[config.mk]
export PLATFORM = sky130hd
export DESIGN_NAME = rf_write_ctrl
export DESIGN_NICKNAME = d
export VERILOG_FILES = /design/src/rtl/rf_write_ctrl_pkg.sv /design/src/rtl/rf_wq_fifo.sv /design/src/rtl/rf_write_ctrl.sv
export SDC_FILE = /design/constraint.sdc
export NUM_CORES = 1
export LEC_CHECK = 0
export CAP_MARGIN = 20
export CORE_MARGIN = 5
export CORE_UTILIZATION = 55
export DETAILED_ROUTE_END_ITERATION = 16
export MAX_ROUTING_LAYER = met4
export PLACE_DENSITY = 0.87
export SLEW_MARGIN = 10
export SYNTH_ARGS = -nofsm -noshare
export SYNTH_HDL_FRONTEND = slang
export SYNTH_HIERARCHICAL = 1
export SYNTH_SLANG_ARGS = --single-unit
[constraint.sdc]
create_clock -name clk -period 5.3 [get_ports clk]
set_clock_uncertainty 0.2 [all_clocks]
set_input_delay 1.06 -clock clk [delete_from_list [all_inputs] [get_ports clk]]
set_output_delay 1.06 -clock clk [all_outputs]
set_load 0.005 [all_outputs]
[src/rtl/rf_write_ctrl_pkg.sv]
// Shared definitions for the register-file write path.
// RF_AW/RF_DW/RF_NREGS describe the 16x16 register file.
// rf_wr_entry_t is one queued write: destination address plus value.
package rf_write_ctrl_pkg;

  localparam int unsigned RF_AW    = 4;
  localparam int unsigned RF_DW    = 16;
  localparam int unsigned RF_NREGS = 16;

  typedef struct packed {
    logic [RF_AW-1:0] addr;
    logic [RF_DW-1:0] data;
  } rf_wr_entry_t;

endpackage

[src/rtl/rf_wq_fifo.sv]
// In-order write queue feeding the register-file write port.
// Ports:
//   clk, clear          clock, synchronous active-high reset
//   flush               synchronous discard of all entries
//   push, push_entry    enqueue one entry (caller guarantees not full)
//   pop                 dequeue head (caller guarantees not empty)
//   count               number of queued entries
//   head                physical slot of the oldest entry
//   head_entry          oldest entry
//   entries, valid      every physical slot and its occupancy, for the forwarding scan
module rf_wq_fifo
  import rf_write_ctrl_pkg::*;
#(
  parameter int unsigned DEPTH = 4,
  localparam int unsigned PW   = $clog2(DEPTH),
  localparam int unsigned CW   = PW + 1
) (
  input  logic         clk,
  input  logic         clear,
  input  logic         flush,
  input  logic         push,
  input  rf_wr_entry_t push_entry,
  input  logic         pop,
  output logic [CW-1:0] count,
  output logic [PW-1:0] head,
  output rf_wr_entry_t head_entry,
  output rf_wr_entry_t entries [DEPTH],
  output logic [DEPTH-1:0] valid
);

  rf_wr_entry_t  mem_q [DEPTH];
  logic [PW-1:0] head_q, tail_q;
  logic [CW-1:0] count_q;
  logic [PW-1:0] age;

  // DEPTH is a power of two, so pointers wrap by natural overflow.
  always_ff @(posedge clk) begin
    if (clear || flush) begin
      head_q  <= '0;
      tail_q  <= '0;
      count_q <= '0;
    end else begin
      if (push) tail_q <= tail_q + 1'b1;
      if (pop)  head_q <= head_q + 1'b1;
      count_q <= count_q + CW'(push) - CW'(pop);
    end
  end

  always_ff @(posedge clk) begin
    if (push && !clear && !flush) mem_q[tail_q] <= push_entry;
  end

  // A slot is live when its distance from head is below the count.
  always_comb begin
    valid = '0;
    age   = '0;
    for (int s = 0; s < DEPTH; s++) begin
      age      = PW'(s) - head_q;
      valid[s] = ({1'b0, age} < count_q);
    end
  end

  assign entries    = mem_q;
  assign head_entry = mem_q[head_q];
  assign head       = head_q;
  assign count      = count_q;

endmodule

[src/rtl/rf_write_ctrl.sv]
// Register-file write-port initiator.
// Buffers writeback results in an in-order queue, commits one per cycle to
// the register file, and forwards the youngest queued value to the read paths.
// Ports:
//   clk, Clear, flush                      clock, sync reset, queue discard
//   in_valid/in_ready/in_addr/in_data      writeback handshake
//   wr_hold                                suppress commits this cycle
//   Caddr/C/Load                           register-file write port
//   Aaddr/Baddr, rf_a/rf_b                 read addresses and raw read data
//   A/B                                    forwarded operands
//   pending                                queued entry count
module rf_write_ctrl
  import rf_write_ctrl_pkg::*;
#(
  parameter int unsigned DEPTH       = 4,
  parameter int unsigned AW          = RF_AW,
  parameter int unsigned DW          = RF_DW,
  parameter bit          R0_WRITABLE = 1'b1,
  localparam int unsigned PW         = $clog2(DEPTH),
  localparam int unsigned CW         = PW + 1
) (
  input  logic          clk,
  input  logic          Clear,
  input  logic          flush,
  input  logic          in_valid,
  output logic          in_ready,
  input  logic [AW-1:0] in_addr,
  input  logic [DW-1:0] in_data,
  input  logic          wr_hold,
  output logic [AW-1:0] Caddr,
  output logic [DW-1:0] C,
  output logic          Load,
  input  logic [AW-1:0] Aaddr,
  input  logic [AW-1:0] Baddr,
  input  logic [DW-1:0] rf_a,
  input  logic [DW-1:0] rf_b,
  output logic [DW-1:0] A,
  output logic [DW-1:0] B,
  output logic [CW-1:0] pending
);

  logic          push, pop, has_entry, drop_r0;
  rf_wr_entry_t  push_entry, head_entry;
  rf_wr_entry_t  entries [DEPTH];
  logic [DEPTH-1:0] valid;
  logic [PW-1:0] head, slot;

  // Ready ignores a same-cycle pop, keeping pop off the ready path.
  assign in_ready  = (pending != CW'(DEPTH)) && !Clear;
  assign drop_r0   = !R0_WRITABLE && (in_addr == '0);
  assign push      = in_valid && in_ready && !flush && !drop_r0;
  assign has_entry = (pending != '0);
  assign Load      = has_entry && !wr_hold && !Clear;
  assign pop       = Load;

  assign push_entry.addr = in_addr;
  assign push_entry.data = in_data;

  assign Caddr = (has_entry && !Clear) ? head_entry.addr : '0;
  assign C     = (has_entry && !Clear) ? head_entry.data : '0;

  rf_wq_fifo #(
    .DEPTH(DEPTH)
  ) u_fifo (
    .clk       (clk),
    .clear     (Clear),
    .flush     (flush),
    .push      (push),
    .push_entry(push_entry),
    .pop       (pop),
    .count     (pending),
    .head      (head),
    .head_entry(head_entry),
    .entries   (entries),
    .valid     (valid)
  );

  // Walk oldest to youngest so the last match (youngest) wins. The head
  // still counts: the register file only takes it at the edge.
  always_comb begin
    A    = rf_a;
    B    = rf_b;
    slot = '0;
    for (int i = 0; i < DEPTH; i++) begin
      slot = head + PW'(i);
      if (valid[slot] && entries[slot].addr == Aaddr) A = entries[slot].data;
      if (valid[slot] && entries[slot].addr == Baddr) B = entries[slot].data;
    end
  end

endmodule

* Word-level counts from Yosys, hierarchy flattened
Cells that the tools add are included. Widths: inputs -> output; s select.
Word-level totals: output and inout bits 57, input port bits 65, register bits after elaboration 87
Cells by class: equality and inequality tests 9, muxes and demuxes 33, bitwise gates (word level) 5, $lt $le $gt $ge 14, add/sub/neg operators 10, reduce and logical (&&, ||, !) cells 22
Operators by type and width (number):
- $mux 20 | 9
- $bmux 20 s2 | 4
- $mux 16 | 9
- $bwmux 80 | 1
- $demux 20 s2 | 1
- $eq 4x4->1 | 8
- $logic_and 1x1->1 | 17
- $ge 3x3->1 const B | 5
- $not 2->3 | 5
- $lt 2x3->1 | 4
- $lt 2x3->1 const B | 4
- $bmux 1 s2 | 4
- $add 2x1->2 const B | 2
- $add 2x2->2 const B | 2
- $mux 1 | 4
- $mux 4 | 1
- $sub 1x2->2 const A | 2
- $sub 2x2->2 const A | 2
- $add 3x1->3 | 1
- $logic_not 1->1 | 3
- $lt 3x1->1 const B | 1
- $ne 3x3->1 const B | 1
- $reduce_bool 3->1 | 1
- $sub 3x1->3 | 1
- $logic_or 1x1->1 | 1

* Longest topological paths before layout
Gate-level depths: netlist of run 1.
depth in word-level cells 10, mapped depth 15, depth with buffers taken out 11

* Hierarchy
Netlist of run 1, hierarchy kept.
By module, submodules not included:
- rf_write_ctrl | area an instance 4306.6 µm², cells each 544, sequential area each 0.0 µm², instances 1
- rf_wq_fifo | area an instance 3428.3 µm², cells each 162, sequential area each 2542.4 µm², instances 1

* Worst setup path before layout of run 1
OpenSTA, ideal clock, no wires.
path type register to output, start point register u_fifo.head_q[1], in the netlist u_fifo/head[1], end point output A[10], setup slack 1.244 ns, cell stages (with the launch flop) 15, required time 4.040 ns, arrival time 2.796 ns, cells stage by stage dfxtp_1 -> buf_2 -> xnor2_1 -> inv_1 -> ha_1 -> a21oi_1 -> or2_1 -> mux2i_1 -> mux2i_1 -> and4_1 -> and2_1 -> buf_2 -> o21bai_4 -> buf_4 -> o31ai_1
RTL lines:
- start, declared | line rf_wq_fifo.sv:32 | logic [PW-1:0] head_q, tail_q;
- start signal, assigned | line rf_wq_fifo.sv:44 | if (pop) head_q <= head_q + 1'b1;
- $sub 1x2->2 (*) | line rf_wq_fifo.sv:58 | age = PW'(s) - head_q;
- $lt 2x3->1 (*) | line rf_wq_fifo.sv:59 | valid[s] = ({1'b0, age} < count_q);
- net valid[0] | line rf_write_ctrl.sv:45 | logic [DEPTH-1:0] valid;
- $bmux 1 s2 | line rf_write_ctrl.sv:86 | if (valid[slot] && entries[slot].addr == Aaddr) A = entries[slot].data;
- $mux 1 (implied by the code) | line rf_write_ctrl.sv:86
- $logic_and 1x1->1 | line rf_write_ctrl.sv:86
- $mux 16 (3 in a row) | line rf_write_ctrl.sv:86
- $mux 16 (*) | line rf_write_ctrl.sv:86
- end, declared | line rf_write_ctrl.sv:37 | output logic [DW-1:0] A,
Mark *: on every way through the listed nets, which the timed path passes. The rest lies on a longest branch. The select of a mux whose other input is x is not followed.

* Worst setup path after layout of run 1
start point register u_fifo.count_q[1], in the netlist u_fifo/count[1], end point output A[4]
Between the ends: word-level cells in the longest chain between the ends 8
RTL lines:
- start, declared | line rf_wq_fifo.sv:33 | logic [CW-1:0] count_q;
- start signal, assigned | line rf_wq_fifo.sv:45 | count_q <= count_q + CW'(push) - CW'(pop);
- $lt 2x3->1 (*) | line rf_wq_fifo.sv:59
- net valid[2] | line rf_write_ctrl.sv:45
- $bmux 1 s2 | line rf_write_ctrl.sv:86
- $mux 1 (implied by the code) | line rf_write_ctrl.sv:86
- $logic_and 1x1->1 | line rf_write_ctrl.sv:86
- $mux 16 (3 in a row) | line rf_write_ctrl.sv:86
- $mux 16 (*) | line rf_write_ctrl.sv:86
Marked as above.

==> metrics.md, run 1 <==
| Metric | Value |
|---|---|
| Antenna violations before repair | 0 |
| Critical path required time | around 4.0 ns |
| Max_cap viols | 0 |
| Slew Viols, Final | 0 |
| Min-delay src | u_fifo/tail_q[1] |
| NetSw | approximately 0.34 mW |
| # IOs | 122 |
| First-pass GRT wire length | approximately 35000 um |
| CP startpoint | u_fifo/count[1] |
| Minimum clock period | 5.17 ns |
| Via/cell ratio | about 6.6 |
| Syn Area/Cell | ~11 sq um |
| Final Cycle Share | 0.975 |
| Antenna-violating nets left | 0 |
| Mapped Area | roughly 7700 sq um |
| Worst Path Arrival | ~3.9 ns |
| Crit end category | primary output |
| CP Class | flip-flop to primary output |
| Worst-margin pin slew | just over 0.8 ns |
| Synth Flop Type | edfxtp_1 |
| Total power | 1.57 mW |
| FILL cells | between 900 and 1k |
| Internal | roughly 1.2 mW |
| Overall Global Routing Usage | 0.279 |
| Startpoint types | flip-flop |
| Post-DR wirelength/cell | ~23 um |
| Sequential area share after synthesis | 0.329 |
| Die Footprint | 16500 sq um |
| I/O Buffers | between 100 and 150 |
| Final Hold Vio Count | 0 |
| Multi-input logic area | 4730 sq um |
| Total Negative Setup Slacks | 0 ns |
| Power share of the clock group | 0.394 |
| Worst r2r src | u_fifo/count[2] |
| Sink Count | 87 |
| CTS clk-pin slew, worst paths | approximately 0.06 ns |
| Root Driver | clkbuf_16 |
| Worst-path fanout max | 16 |
| Cells after synthesis | between 700 and 800 |
| CP peak stage delay | 0.58 ns |
| Cell area power density | ~170 nW/um^2 |
| Worst Hold Class | flip-flop to flip-flop |
| Share of layout cells above drive strength 1 | 0.139 |
| Switching share of power | 0.215 |
| Flops & latches, synth | 87 |
| Maximum clock frequency | between 150 and 200 MHz |
| Placer Congestion | roughly 0.94 |
| Vias in the first global route | roughly 6k |
| Core area | 13800 sq um |
| Register area | roughly 2500 sq um |
| Area delta synth->final | 19.8% |
| Distinct cells, synth | 54 |
| Worst-Skew Late Latency | roughly 0.33 ns |
| CTS buffer count | 9 |
| Combinational fraction of design power | 0.127 |
| RSZ-0062 raised after global routing | no |
| Hpwl dp | ~17000 um |
| Min Hold Slack | roughly 0.38 ns |
| Number of flops mapped to enable cells by yosys | 80 |
| Row Count | 43 |
| Slowest CP cell | clkdlybuf4s50_1 |
| Ys async rst share | 0 |
| Vias | roughly 6.5k |
| Final instance area | 9260 sq um |
| Die W | approximately 130 um |
| Grt ovf | 0 |
| Longest Clk Path Bufs | 2 |
| Seq pwr share | 0.480 |
| Largest net degree at the start of global routing | 85 |
| DR pass1 iterations | 5 |
| Drt initial violations | 960 |
| Leakage power total | just under 3 nW |
| Synth warn | 6 |
| DRC viols | 0 |
| CTS tree | done |
| Setup-failing EPs final | 0 |
| Post-Route WL | 22600 um |
| CTS H-Tree Depth | 3 |
| Initial core utilization | 0.559 |
| N_diodes | 0 |
| Status | complete, no violations |
| Net count, final | roughly 870 |
| Die H | approximately 130 um |
| Peak supply drop | about 210 uV |
| Worst path cell trace | inv_1 > ha_1 > a21oi_1 > or2_2 > mux2i_1 > mux2_2 > or2_1 > a211oi_1 > o31ai_1 > clkdlybuf4s50_1 |
| Placed Area | 8940 sq um |
| Syn nets | between 700 and 800 |
| Max-Slew Margin vs Limit | 0.446 |
-- sequential cells by signal, indices dropped and copies added (netlist names) --
name / count
u_fifo/head: 2
u_fifo/tail_q: 2
u_fifo/entries: 80
u_fifo/count: 3
-- layer usage --
layer  share of wire  GRT usage  vias to the layer above  routed length (um)
met5               0          -                        -                   0
met3            0.11     0.0589                       19                2500
met2            0.44      0.380                      347                9850
met1            0.45      0.430                     3206               10100
li1                -          -                     2936                   -
met4          0.0087     0.0550                        0                 196
-- cell usage in the layout, fill, tap and decap left out, types with 16 or more instances in the layout --
master           Yosys  layout
a22oi_1             17      17
edfxtp_1            80      80
nand3_1             16      16
o211ai_1            19      19
and2_1              25      25
nand2_1             52      52
mux2i_1             54      54
clkdlybuf4s50_1      0     121
and3_1              20      20
mux4_2              42      42
nor2_1              28      28
a21oi_1             37      37
xnor2_1             34      34
a211oi_1            48      48
o31ai_1             16      16
a221oi_1            16      16
buf_4                5      18
nor2b_1             48      48
-- kinds of logic (layout without fill, tap and decap cells) --
logic type,Yosys count,in the layout,synth area share
buffers and inverters,74,169,0.0603
AND/OR/NAND/NOR,209,209,0.144
XOR/XNOR,40,40,0.0453
adder cells (fa/ha/maj),11,11,0.0188
AO/OA/AOI/OAI,177,177,0.179
multiplexers,108,108,0.224
flip-flops,87,87,0.329
-- worst paths after layout --
check,end,slack (ns),cells past startpoint
min,u_fifo/tail_q[1],0.38,2
max,A[4],0.13,10
min reg2reg,u_fifo/tail_q[1],0.38,2
max reg2reg,u_fifo/count[2],2.67,9
-- metrics by stage --
stage                     utilization  setup WS, ns  cells
after CTS                       0.668        0.0922    980
after detailed placement        0.647         0.351    964
final                           0.670         0.134    981
after floorplan                     -          1.24    706
after global placement          0.643         0.406    961
after global routing            0.670       0.00906    981
-- synth_stat cells, drive strengths merged (18+ instances only) --
library cell | instances | area, sq um
a211oi | 49 | 380
a21oi | 38 | 201
a22oi | 18 | 140
and2 | 25 | 156
and3 | 20 | 125
buf | 49 | 372
edfxtp | 80 | 2400
mux2i | 56 | 568
mux4 | 49 | 1130
nand2 | 52 | 195
nor2 | 28 | 105
nor2b | 48 | 300
o211ai | 32 | 305
xnor2 | 34 | 298
-- power groups by stage --
stage / combinational (mW) / clock (mW) / sequential, mW
finish: 0.199 / 0.618 / 0.753
detailed placement: 0.196 / 0 / 0.768
global placement: 0.193 / 0 / 0.768
global route: 0.212 / 0.661 / 0.753
CTS: 0.198 / 0.625 / 0.753
floorplan: 0.0820 / 0 / 0.769
-- critical path, delay by kind of cell, from the launching register on --
family          cells  cell delay, ns
simple gates        2            0.80
buf+inv             2            0.76
mux                 2            0.64
compound gates      3            0.63
flops               1            0.43
fa+ha+maj           1            0.32
-- area by class of cell --
class / instances / share of cell area
repair buffers: 144 / 0.155
clock buffers: 10 / 0.0247
clock inverters: 6 / 0.00729
multi-input cells: 545 / 0.510
flip-flops and latches: 87 / 0.275
inverters: 9 / 0.00365
well taps: 180 / 0.0243
-- timing repair --
action,CTS,global route
hold buffers,0,0
endpoints found under the setup margin,0,18
setup buffers,0,1
resized for setup,0,1
Note: power is estimated with default switching activity, not from simulation.
==> inputs of run 2 (changes only) <==
--- a/config.mk
+++ b/config.mk
@@ -11,7 +11,6 @@
 export DETAILED_ROUTE_END_ITERATION = 16
 export MAX_ROUTING_LAYER = met4
 export PLACE_DENSITY = 0.87
-export SLEW_MARGIN = 10
 export SYNTH_ARGS = -nofsm -noshare
 export SYNTH_HDL_FRONTEND = slang
 export SYNTH_HIERARCHICAL = 1
==> run 2 against run 1 <==
Compared with the run above:
- core utilization grew 0.24 points
- clock-buffer cell count decreased by 1
- routed wire length is 0.47% higher
- non-clock buffer count is the same
- maximum frequency is 1.5% higher
- cell area is 0.35% higher
- setup slack improved by 0.078 ns
- largest power group unchanged
==> metrics.md, run 2 (synthesized netlist as in run 1, its figures left out) <==
| Metric | Value |
|---|---|
| Status | complete, no violations (unchanged) |
| Largest register FFs | 80 (unchanged) |
| Setup-failing EPs final | 0 (unchanged) |
| Sink Count | 87 (unchanged) |
| Crit end category | primary output (unchanged) |
| Die W | 129 um (unchanged) |
| Area delta synth->final | 20.2% (was 19.8%) |
| Cell area power density | 170 nW/um^2 (about the same) |
| Final Cycle Share | 0.960 (was 0.975) |
| Placer Congestion | 0.944 (unchanged) |
| Root Driver | clkbuf_16 (unchanged) |
| Largest net degree at the start of global routing | 85 (unchanged) |
| Grt ovf | 0 (unchanged) |
| Net count, final | 872 (unchanged) |
| Max_cap viols | 0 (unchanged) |
| Startpoint types | flip-flop (unchanged) |
| Top sig layer | met4 (unchanged) |
| Critical path required time | 4.04 ns (about the same) |
| Vias | 6499 (was 6508) |
| Routed length on met3 | 2870 um (was 2500 um) |
| Via/cell ratio | 6.62 (was 6.63) |
| Die H | 129 um (unchanged) |
| Wl on met1 | 9900 um (was 10100 um) |
| I/O Buffers | 121 (unchanged) |
| Initial core utilization | 0.559 (unchanged) |
| Die Footprint | 16500 sq um (unchanged) |
| DR pass1 iterations | 5 (unchanged) |
| Worst Hold Class | flip-flop to flip-flop (unchanged) |
| DRC viols | 0 (unchanged) |
| Antenna violations before repair | 0 (unchanged) |
| Worst-path fanout max | 16 (unchanged) |
| Reg2reg path depth | 9 (unchanged) |
| Hold-fix buffers, CTS | 0 (unchanged) |
| Share of layout cells above drive strength 1 | 0.142 (was 0.139) |
| Worst Path Arrival | 3.83 ns (was 3.91 ns) |
| Maximum clock frequency | 197 MHz (was 194 MHz) |
| FILL cells | 989 (was 991) |
| Slew Viols, Final | 0 (unchanged) |
| Minimum clock period | 5.09 ns (was 5.17 ns) |
| First-pass GRT wire length | 34700 um (was 34600 um) |
| Post-DR wirelength/cell | 23.2 um (was 23.1 um) |
| CP Class | flip-flop to primary output (unchanged) |
| Drt initial violations | 935 (was 960) |
| Post-Route WL | 22700 um (was 22600 um) |
| Leakage power total | 2.91 nW (was 2.89 nW) |
| Hold path cells | 2 (unchanged) |
| Max-Slew Margin vs Limit | 0.536 (was 0.446) |
| Met2 WL | 9780 um (was 9850 um) |
| CTS H-Tree Depth | 3 (unchanged) |
| Most common cell after layout, fill and taps aside | clkdlybuf4s50_1 (unchanged) |
| Overall Global Routing Usage | 0.278 (was 0.279) |
| Longest Clk Path Bufs | 2 (unchanged) |
| Worst-margin pin slew | 0.695 ns (was 0.830 ns) |
| Post-layout util | 0.672 (was 0.670) |
| Total Negative Setup Slacks | 0 ns (unchanged) |
| CTS tree | done (unchanged) |
| N_diodes | 0 (unchanged) |
| # IOs | 122 (unchanged) |
| Row Count | 43 (unchanged) |
| Hpwl dp | 16800 um (was 16900 um) |
| Core area | 13800 sq um (unchanged) |
| Placed Area | 8960 sq um (was 8940 sq um) |
| Worst-Skew Late Latency | 0.33 ns (about the same) |
| Peak supply drop | 242 uV (was 215 uV) |
| Final instance area | 9300 sq um (was 9260 sq um) |
| CTS buffer count | 9 (unchanged) |
| Antenna-violating nets left | 0 (unchanged) |
| CTS clk-pin slew, worst paths | 0.06 ns (about the same) |
| Final Hold Vio Count | 0 (unchanged) |
| Vias in the first global route | 6090 (was 6012) |
| RSZ-0062 raised after global routing | no (unchanged) |
| Most frequent cells in the layout | clkdlybuf4s50_1 (121), edfxtp_1 (80), mux2i_1 (53) (was clkdlybuf4s50_1 (121), edfxtp_1 (80), mux2i_1 (54)) |
==> run 2: cell count changes in the layout (fill, tap and decap cells not counted), sizes merged <==
cell and delta:
clkinvlp -1, clkbuf -1, clkinv +2
==> run 2: path summary, 6_finish.rpt <==
path / startpoint / endpoint / slack, ns
setup / recovery: u_fifo/count[1] / A[4] / 0.21
hold / removal: u_fifo/tail_q[1] / u_fifo/tail_q[1] / 0.37
setup reg to reg: u_fifo/count[2] / u_fifo/count[2] / 2.67
hold reg to reg: u_fifo/tail_q[1] / u_fifo/tail_q[1] / 0.37
==> run 2: where the power goes <==
group / switching [mW] / internal [mW]
clock: 0.260 / 0.371
combinational: 0.0835 / 0.116
sequential: 0.00312 / 0.750
total: 0.346 / 1.24
==> run 2: critical path, cell delays in order (launching register included) <==
cell and delay, ns:
dfxtp_1 0.43, inv_1 0.18, ha_1 0.35, a21oi_1 0.07, or2_1 0.22, mux2i_1 0.33, mux2i_1 0.19, and4_1 0.27
and2_1 0.18, o21bai_4 0.27, o31ai_1 0.42, clkdlybuf4s50_1 0.58
==> run 2: repair_timing <==
item                                    CTS  global route
setup buffers                             0             1
gates resized for setup                   0             4
endpoints found under the setup margin    0            20
==> run 2: routing by layer <==
layer,vias up,track usage
met3,21,0.0859
met2,359,0.382
li1,2942,-
met5,-,-
met4,0,0.0482
met1,3177,0.412
==> run 2: through the flow <==
step / hold WS, ns / cells / power, mW / setup WS (ns)
floorplan: 0.314 / 706 / 0.851 / 1.24
global placement: 0.332 / 961 / 0.961 / 0.406
detailed placement: 0.356 / 964 / 0.964 / 0.348
CTS: 0.375 / 980 / 1.59 / 0.0886
global route: 0.439 / 981 / 1.64 / 0.00573
finish: 0.372 / 981 / 1.58 / 0.212
==> run 2: cell type report <==
| class | count | area (sq um) | share of cell area |
|---|---|---|---|
| tap | 180 | 225 | 0.0242 |
| clock buffer | 9 | 225 | 0.0242 |
| multi-input combinational | 545 | 4730 | 0.509 |
| clock inverter | 7 | 80.1 | 0.00861 |
| inverter | 9 | 33.8 | 0.00363 |
| sequential | 87 | 2550 | 0.274 |
| timing repair buffer | 144 | 1450 | 0.156 |
==> inputs of run 3 (changes only) <==
--- a/config.mk
+++ b/config.mk
@@ -7,10 +7,11 @@
 export LEC_CHECK = 0
 export CAP_MARGIN = 20
 export CORE_MARGIN = 5
-export CORE_UTILIZATION = 55
+export CORE_UTILIZATION = 50
+export CTS_CLUSTER_SIZE = 12
 export DETAILED_ROUTE_END_ITERATION = 16
 export MAX_ROUTING_LAYER = met4
-export PLACE_DENSITY = 0.87
+export PLACE_DENSITY = 0.84
 export SYNTH_ARGS = -nofsm -noshare
 export SYNTH_HDL_FRONTEND = slang
 export SYNTH_HIERARCHICAL = 1
==> constraint.sdc (replaced) <==
create_clock -name clk -period 4.5 [get_ports clk]
set_clock_uncertainty 0.2 [all_clocks]
set_input_delay 0.9 -clock clk [delete_from_list [all_inputs] [get_ports clk]]
set_output_delay 0.9 -clock clk [all_outputs]
set_load 0.005 [all_outputs]
==> run 3 against run 2 <==
Compared with the run above:
- the run now ends with setup timing left
- die area rose by 9.2%
- via count rose by 0.85%
- power rose by 21%
- final cell count rose by 3.1%
- flip-flop and latch count did not move
- setup slack got worse by 0.26 ns
- sequential power rose by 18%
- cell area rose by 6.6%
- global-route usage fell by 3.0 points
- sequential share of layout area fell by 1.7 points
- first-iteration DRC count fell by 19%
- register-to-register slack got worse by 0.76 ns
- critical endpoint is now B[7]
==> metrics.md, run 3 (synthesized netlist as in run 1, its figures left out) <==
| Metric | Value |
|---|---|
| CTS H-Tree Depth | 3 (unchanged) |
| Worst Path Arrival | 3.45 ns (was 3.83 ns) |
| Die W | 134 um (was 129 um) |
| Setup-failing EPs final | 6 (was 0) |
| Area delta synth->final | 28.1% (was 20.2%) |
| Max-Slew Margin vs Limit | 0.602 (was 0.536) |
| Net count, final | 893 (was 872) |
| FILL cells | 1119 (was 989) |
| Vias | 6554 (was 6499) |
| Initial core utilization | 0.509 (was 0.559) |
| Post-Route WL | 22600 um (was 22700 um) |
| # IOs | 122 (unchanged) |
| Slowest CP cell | clkdlybuf4s50_1 (unchanged) |
| RSZ-0062 raised after global routing | yes (was no) |
| Startpoint types | flip-flop (unchanged) |
| Largest register FFs | 80 (unchanged) |
| Sink Count | 87 (unchanged) |
| Placed Area | 9090 sq um (was 8960 sq um) |
| Grt ovf | 0 (unchanged) |
| Min Hold Slack | 0.352 ns (was 0.372 ns) |
| Minimum clock period | ~4.6 ns |
| Worst-margin pin slew | 0.592 ns (was 0.695 ns) |
| Post-DR wirelength/cell | 22.3 um (was 23.2 um) |
| Most frequent cells in the layout | clkdlybuf4s50_1 (96), edfxtp_1 (80), nand2_1 (52) (was clkdlybuf4s50_1 (121), edfxtp_1 (80), mux2i_1 (53)) |
| I/O Buffers | 121 (unchanged) |
| Most common cell after layout, fill and taps aside | clkdlybuf4s50_1 (unchanged) |
| CP peak stage delay | 0.46 ns (was 0.58 ns) |
| Row Count | 45 (was 43) |
| Total power | 1.92 mW (was 1.58 mW) |
| Final Cycle Share | 1.01 |
| Critical path required time | 3.40 ns (was 4.04 ns) |
| Root Driver | clkbuf_16 (unchanged) |
| Maximum clock frequency | roughly 220 MHz |
| Via/cell ratio | 6.48 (was 6.62) |
| Worst Hold Class | flip-flop to flip-flop (unchanged) |
| Final Hold Vio Count | 0 (unchanged) |
| Crit end category | primary output (unchanged) |
| Vias in the first global route | 6077 (was 6090) |
| Register area | 2550 sq um (unchanged) |
| CTS clk-pin slew, worst paths | 0.06 ns (about the same) |
| Most frequent CP cell | buf_4 (was mux2i_1) |
| Reg2reg path depth | 9 (unchanged) |
| DRC viols | 0 (unchanged) |
| Final instance area | 9910 sq um (was 9300 sq um) |
| Placer Congestion | 0.959 (was 0.944) |
| Status | complete, but fails checks (was complete, no violations) |
| Max_cap viols | 0 (unchanged) |
| Die Footprint | 18100 sq um (was 16500 sq um) |
| Peak supply drop | 201 uV (was 242 uV) |
| Hpwl dp | 15700 um (was 16800 um) |
| Family with the most delay on the worst path | buffers and inverters (unchanged) |
| Worst path cell trace | xnor2_2 > inv_1 > ha_1 > a21oi_1 > or2_1 > mux2i_2 > buf_4 > mux2i_1 > buf_4 > buf_4 > and3_1 > a221oi_1 > o211ai_2 > clkdlybuf4s50_1 (was inv_1 > ha_1 > a21oi_1 > or2_1 > mux2i_1 > mux2i_1 > and4_1 > and2_1 > o21bai_4 > o31ai_1 > clkdlybuf4s50_1) |
| CTS buffer count | 9 (unchanged) |
| Multi-input logic area | 5010 sq um (was 4730 sq um) |
| Die H | 134 um (was 129 um) |
| Worst-path fanout max | 12 (was 16) |
| Worst-Skew Late Latency | 0.33 ns (about the same) |
| First-pass GRT wire length | 34300 um (was 34700 um) |
| CTS tree | done (unchanged) |
| Hold path cells | 2 (unchanged) |
| Longest Clk Path Bufs | 2 (unchanged) |
| Worst setup margin | -0.0502 ns (was 0.212 ns) |
| Overall Global Routing Usage | 0.248 (was 0.278) |
| CP Class | flip-flop to primary output (unchanged) |
| Violated checks | setup timing |
| DR pass1 iterations | 5 (unchanged) |
| Total Negative Setup Slacks | -0.213 ns (was 0 ns) |
| Drt initial violations | 761 (was 935) |
| Cell area power density | 194 nW/um^2 (was 170 nW/um^2) |
| Place WS | -0.151 ns (was 0.348 ns) |
| Bufs and invs on worst path | 5 (was 2) |
| Leakage power total | 3.30 nW (was 2.91 nW) |
| Antenna violations before repair | 1 (was 0) |
| Share of layout cells above drive strength 1 | 0.221 (was 0.142) |
| Levels on crit path | 14 (was 11) |
| Largest net degree at the start of global routing | 115 (was 85) |
| Antenna-violating nets left | 0 (unchanged) |
| Core area | 15200 sq um (was 13800 sq um) |
| Slew Viols, Final | 0 (unchanged) |
-- run 3: cell count changes in the layout (fill, tap and decap cells not counted), moves of 5 or more --
cell / previous run / this run
dlymetal6s2s_1: 0 / 18
a221oi_1: 16 / 7
a211oi_1: 48 / 42
a221oi_2: 0 / 9
o31ai_2: 0 / 15
dlygate4sd2_1: 0 / 5
clkdlybuf4s50_1: 121 / 96
a22oi_1: 17 / 9
o31ai_1: 16 / 1
a211oi_2: 0 / 6
buf_4: 17 / 28
buf_12: 1 / 11
a22oi_2: 1 / 9
-- run 3: cell type report --
cell class                      instances  area share
Multi-Input combinational cell        546       0.506
Inverter                                9     0.00341
Antenna cell                            1    0.000253
Timing Repair Buffer                  164       0.177
Clock buffer                           10      0.0231
Clock inverter                          6     0.00935
Sequential cell                        87       0.257
Tap cell                              188      0.0237
-- run 3: stage by stage --
step / std cells / utilization
3_5_place_dp: 978 / 0.598
4_1_cts: 1000 / 0.633
2_1_floorplan: 706 / -
5_1_grt: 1011 / 0.652
3_3_place_gp: 978 / 0.598
6_report: 1011 / 0.652
-- run 3: path summary, 6_finish.rpt --
check                                 startpoint               end  slack, ns
worst max-delay path              u_fifo/head[1]              B[7]      -0.05
worst min-delay path            u_fifo/tail_q[1]  u_fifo/tail_q[1]       0.35
worst max register to register   u_fifo/count[0]   u_fifo/count[2]       1.91
worst min register to register  u_fifo/tail_q[1]  u_fifo/tail_q[1]       0.35
-- run 3: routing by layer --
metal  routed length (um)  GRT usage
met3                 2730     0.0683
met2                 9880      0.344
met5                    0          -
met1                 9630      0.365
met4                  335     0.0532
-- run 3: what timing repair did --
item                                    4_1_cts  5_1_grt
hold buffers                                  0        0
endpoints found under the setup margin       32       29
buffers inserted                              5        9
pin swaps                                     5        4
gates cloned                                  1        1
gates resized for setup                      37       47
-- run 3: power breakdown --
group,internal (mW),switching (mW)
logic,0.145,0.102
registers,0.884,0.00423
clock network,0.489,0.295
total,1.52,0.401
-- run 3: worst reg2reg max path: stages (launching register included) --
cell and delay, ns:
dfxtp_1 0.50, nor3_1 0.11, nor3_1 0.48, ha_1 0.23
inv_1 0.04, ha_1 0.18, fa_1 0.38, xnor2_1 0.18
xnor2_1 0.13, nor2_1 0.05
